[config.mk]
export PLATFORM = sky130hd
export DESIGN_NAME = mla_accumulator
export DESIGN_NICKNAME = d
export VERILOG_FILES = /design/src/rtl/mla_accumulator.sv
export SDC_FILE = /design/constraint.sdc
export NUM_CORES = 1
export LEC_CHECK = 0
export CAP_MARGIN = 20
export CORE_ASPECT_RATIO = 1.5
export CORE_MARGIN = 1
export CORE_UTILIZATION = 45
export CTS_CLUSTER_DIAMETER = 50
export DETAILED_ROUTE_END_ITERATION = 7
export DONT_BUFFER_PORTS = 1
export GPL_TIMING_DRIVEN = 0
export PLACE_DENSITY = 0.71
export SLEW_MARGIN = 20
export SYNTH_ARGS = -nofsm -noshare
export SYNTH_HDL_FRONTEND = slang
export SYNTH_SLANG_ARGS = --single-unit
[constraint.sdc]
create_clock -name clk -period 18.64 [get_ports clk]
set_input_delay 2.796 -clock clk [delete_from_list [all_inputs] [get_ports clk]]
set_output_delay 2.796 -clock clk [all_outputs]
set_load 0.01 [all_outputs]
[src/rtl/mla_accumulator.sv]
// Five-lane signed MAC: acc += sext(r) * zext(operand) for four row columns plus sum_val.
// Latency 1 cycle (registered outputs); no backpressure, accumulates on every non-reset edge.
module mla_accumulator #(
   parameter int DATA_WIDTH = 12,
   parameter int ACC_WIDTH  = 32
) (
   input  logic                      clk,
   input  logic                      rst,
   input  logic [2:0]                r,
   input  logic [4*DATA_WIDTH-1:0]   row_in,
   input  logic [DATA_WIDTH-1:0]     sum_val,
   output logic [ACC_WIDTH-1:0]      acc_col1,
   output logic [ACC_WIDTH-1:0]      acc_col2,
   output logic [ACC_WIDTH-1:0]      acc_col3,
   output logic [ACC_WIDTH-1:0]      acc_col4,
   output logic [ACC_WIDTH-1:0]      acc_sum
);

   localparam int NUM_STREAMS = 4;
   localparam int NUM_LANES   = NUM_STREAMS + 1;

   logic [DATA_WIDTH-1:0]        operand [NUM_LANES];
   logic signed [DATA_WIDTH+3:0] prod    [NUM_LANES];
   logic [ACC_WIDTH-1:0]         acc_q   [NUM_LANES];
   logic [ACC_WIDTH-1:0]         acc_d   [NUM_LANES];

   always_comb begin
      for (int k = 0; k < NUM_STREAMS; k++) begin
         operand[k] = row_in[k*DATA_WIDTH +: DATA_WIDTH];
      end
      operand[NUM_STREAMS] = sum_val;
   end

   // Operand gets a leading 0 so 0xFFF stays +4095; the product always fits in DATA_WIDTH+3 bits.
   always_comb begin
      for (int k = 0; k < NUM_LANES; k++) begin
         prod[k]  = $signed(r) * $signed({1'b0, operand[k]});
         acc_d[k] = acc_q[k] + ACC_WIDTH'(prod[k]);
      end
   end

   always_ff @(posedge clk) begin
      for (int k = 0; k < NUM_LANES; k++) begin
         if (rst) begin
            acc_q[k] <= '0;
         end else begin
            acc_q[k] <= acc_d[k];
         end
      end
   end

   assign acc_col1 = acc_q[0];
   assign acc_col2 = acc_q[1];
   assign acc_col3 = acc_q[2];
   assign acc_col4 = acc_q[3];
   assign acc_sum  = acc_q[4];

endmodule

* Word-level counts from Yosys, hierarchy flattened
Memories as Yosys holds them, arrays and structs flattened.
Index checks and enable logic that the tools add are counted.
** Operators by class
- Multiply operators :: 5
- Bitwise gates (word level) :: 5
- Multiplexer cells :: 8
- Add/sub/neg operators :: 5
** Operator list (number)
- $add A32 B32 Y32 :: 5
- $mux W32 :: 5
- $mul A3 B13 Y16 :: 5
- $or A1 B1 Y1 :: 5
- $mux W1 :: 3
** Word-level totals
- Bits of input ports :: 65
- Output and inout port bits :: 160
- RAM bits :: 160
- Register bits :: 0
- Logic and storage cells :: 24
- Memories kept :: 1
** Memories
- acc_q :: words 5, bits a word 32, rd ports 5, clocked after memory_dff 0, write ports 5, line 24 : logic [ACC_WIDTH-1:0] acc_q [NUM_LANES];

* Logic depth before layout (Yosys ltp)
- Depth in word-level cells :: 3
- Gate-level depth with buffers :: 28
- Depth with buffers taken out :: 26

* Worst setup path after synthesis
OpenSTA, ideal clock, no wires.
- Path type :: input -> register
- Start :: input r[2]
- End :: memory acc_q[3][26]
- Buffers on the path :: 3
- Stages :: 26
- Required time :: 18.517 ns
- Path slack :: 9.345 ns
- Setup time :: 0.123 ns
- Arrival :: 9.172 ns
- Cells stage by stage :: clkbuf_1 -> clkinv_1 -> clkbuf_1 -> clkbuf_1 -> nor2_1 -> fa_1 -> ha_1 -> ha_1 -> inv_1 -> fa_1 -> nor2b_1 -> o31a_1 -> o41ai_1 -> o2111ai_1 -> o31a_1 -> xnor2_1 -> ha_1 -> a21o_1 -> a21oi_1 -> nor2_1 -> o41ai_4 -> o31ai_4 -> a41o_1 -> o41ai_2 -> o21ba_2 -> mux2_1
** RTL lines
- start: declaration :: line 9 : input logic [2:0] r,
- end: declaration :: line 24

==> metrics.csv <==
metric,value,unit
status,finished clean,
irDropWorstVdd,80.4,µV
die_area,0.0396,mm²
rr_startpoint,acc_q[1][0],
cp-end-kind,register,
setup_ws,8.17,ns
max_freq,95.5,MHz
clk_latency,0.46,ns
drt_first_iter_violations,652,
first_pass_iters,5,
cts_resized,0,
place_area,0.0182,mm²
postLayoutCoreUtil,49.1,%
rows,88,
clkTransAtPathRegs,0.07,ns
cts-root-buf,clkbuf_16,
worstPathArrival,10.78,ns
met2_wirelength,24700,µm
synth.top_cell.area_share,21.1,%
critPathSlowestCell,clkinv_1,
slew_viol_final,0,
grt_max_degree,17,
start_util,45.6,%
synth_edf_count,0,
async_flop_share,0,%
p_per_area,147,mW/mm²
p_total,2.76,mW
worst_setup_path_start_kind,input port,
drc,0,
grt_pass1_wl,77600,µm
crit_path_max_incr_delay,0.79,ns
die-width,163,µm
core,0.0383,mm²
fill_cells,3681,
drtAntennaViolNets,0,
grt_overflow_total,0,
num-nets-final,2563,
finalCritPeriodShare,56.2,%
cts_buffer_depth,2,
pre_cts_ws,7.61,ns
grt_antenna_before_repair,1,
startpoint,r[2],
criticalPathCategory,input port to register,
cts_hold_buf,0,
globalplace.congestion,0.926,
grt_pass1_vias,15300,
vias,15200,
io_pins,225,
worstHoldStart,acc_q[3][0],
largest_reg_flops,160,
yosysTopAreaCell,ha_1,
cts_num_sinks,160,
hold_path_class,register to register,
setup_violations,0,
seqCellArea,0.00320,mm²
static-leakage-power,8.91,nW
grt_usage,25.0,%
fp.dieH,243,µm
yosysWarnings,0,
drive_gt1_share,3.91,%
finClkSkew,0.0146,ns
required,18.95,ns
syn-cell-area,0.0175,mm²
routed_via_density,5.73,
h-tree-depth,4,
routed_wl,49200,µm
critical_path.max_fanout,13,
netlist_top_cells_area,"ha_1, dfxtp_1, fa_1",
maxCapViolCount,0,
met1_length,18900,µm
synth_nets,2538,
rsz0062_at_grt,false,
top_register,acc_q,
areaGrowthSynthToFinish,7.70,%
hpwl,39900,µm
fin_setup_tns,0,ns
top_layer_used,met4,
final_area,0.0188,mm²
ys_seq_area_share,18.3,%
synth_cells,2113,
ys_types,87,
ys_seq_elements,160,
multi_input_area,0.0138,mm²
port-buffer-count,0,
reg_top3,acc_q: 160 flops,
max_slew_margin,25.1,%
wl_met3,3070,µm
synthFlopType,dfxtp_1,
syn_avg_cell_area,8.27,µm²
numCtsBuffers,17,
worst_pin_slew,1.12,ns
cts_tree,yes,
min_period,10.47,ns
hold_viol_final,0,
post_cts_buffers,0,
wl_per_cell,18.6,µm
==> cells in the mapped netlist (6+ instances only) <==
| library cell | instances |
|---|---|
| nor2b_1 | 34 |
| o21ai_0 | 90 |
| xnor2_1 | 107 |
| o21ai_1 | 8 |
| or2_2 | 9 |
| o41ai_1 | 10 |
| a211oi_1 | 19 |
| nand2_1 | 107 |
| a21o_1 | 87 |
| ha_1 | 295 |
| o21a_1 | 27 |
| nand3_1 | 49 |
| a21boi_0 | 8 |
| or3_1 | 11 |
| o2111ai_1 | 9 |
| nor4_1 | 6 |
| nor3b_1 | 7 |
| nand2b_1 | 23 |
| a31oi_1 | 17 |
| a21oi_1 | 156 |
| o31a_1 | 6 |
| nor2_1 | 294 |
| inv_1 | 83 |
| o21bai_1 | 23 |
| and2_1 | 117 |
| o211ai_1 | 8 |
| xor2_1 | 54 |
| nand4_1 | 19 |
| and3_1 | 12 |
| fa_1 | 65 |
| clkbuf_1 | 44 |
| nor3_1 | 41 |
| dfxtp_1 | 160 |
==> report_power, final <==
part	internal [mW]	total, mW	leakage [nW]	switching (mW)
clock network	0.224	0.387	0.293	0.163
registers	0.492	0.693	1.33	0.201
logic	0.737	1.68	7.29	0.944
==> metal layers <==
metal  vias up  track usage [%]
met2       327             45.6
met1      7140             25.8
met3       106             6.40
met5         -                0
li1       7587                -
met4         0             13.4
==> per-stage QoR <==
stage	cells	hold slack, ns
after global routing	2644	0.684
after global placement	2608	0.651
after CTS	2644	0.670
final	2645	0.666
after detailed placement	2614	0.654
after floorplan	2113	0.629
==> logic make-up (layout without fill, tap and decap cells) <==
logic type               count (synthesis)  count (layout)  synth area share (%)
AND/OR/NAND/NOR                        754             754                  21.0
AO/OA/AOI/OAI                          532             532                  20.2
adder cells (fa/ha/maj)                360             360                  28.6
XOR/XNOR                               164             164                  8.47
flip-flops                             160             160                  18.3
buffers and inverters                  137             173                  3.06
multiplexers                             6               6                 0.387
other                                    0               1                     0
==> worst max-delay path: cells and delay by family <==
kind | cells | cell delay, ns
fa+ha+maj | 4 | 1.37
simple gates | 7 | 1.61
compound gates | 8 | 1.92
buf+inv | 5 | 2.46
xor+xnor | 2 | 0.58
==> final cells by class <==
cell class / count / share of cell area (%)
diodes: 1 / 0.0133
multi-input cells: 1816 / 73.2
well taps: 495 / 3.29
clock inverters: 9 / 0.698
plain buffers: 53 / 1.18
repair buffers: 6 / 0.379
clock buffers: 21 / 2.55
flip-flops and latches: 160 / 17.0
inverters: 84 / 1.68
==> path summary, 6_finish.rpt <==
| path | end | slack [ns] | depth (start not counted) |
|---|---|---|---|
| setup / recovery | acc_q[0][28] | 8.17 | 26 |
| hold / removal | acc_q[3][0] | 0.67 | 2 |
| setup reg to reg | acc_q[1][30] | 15.14 | 11 |
| hold reg to reg | acc_q[3][0] | 0.67 | 2 |
==> layout by cell type, fill, tap and decap left out, types with 9 or more instances in the layout <==
cell type and n:
and3_1 12, ha_1 295, and2_1 117, xor2_1 54, o2111ai_1 9, o41ai_1 10
fa_1 65, a211oi_1 19, o21ai_0 90, o21bai_1 23, nor3_1 41, a21oi_1 156
clkbuf_1 42, nor2_1 294, a21o_1 87, dfxtp_1 160, nand2b_1 23, nand3_1 49
nor2b_1 34, or3_1 11, xnor2_1 102, a31oi_1 17, clkbuf_16 17, or2_2 9
inv_1 83, o21a_1 27, nand2_1 107, nand4_1 19
Note: power is estimated with default switching activity, not from simulation.
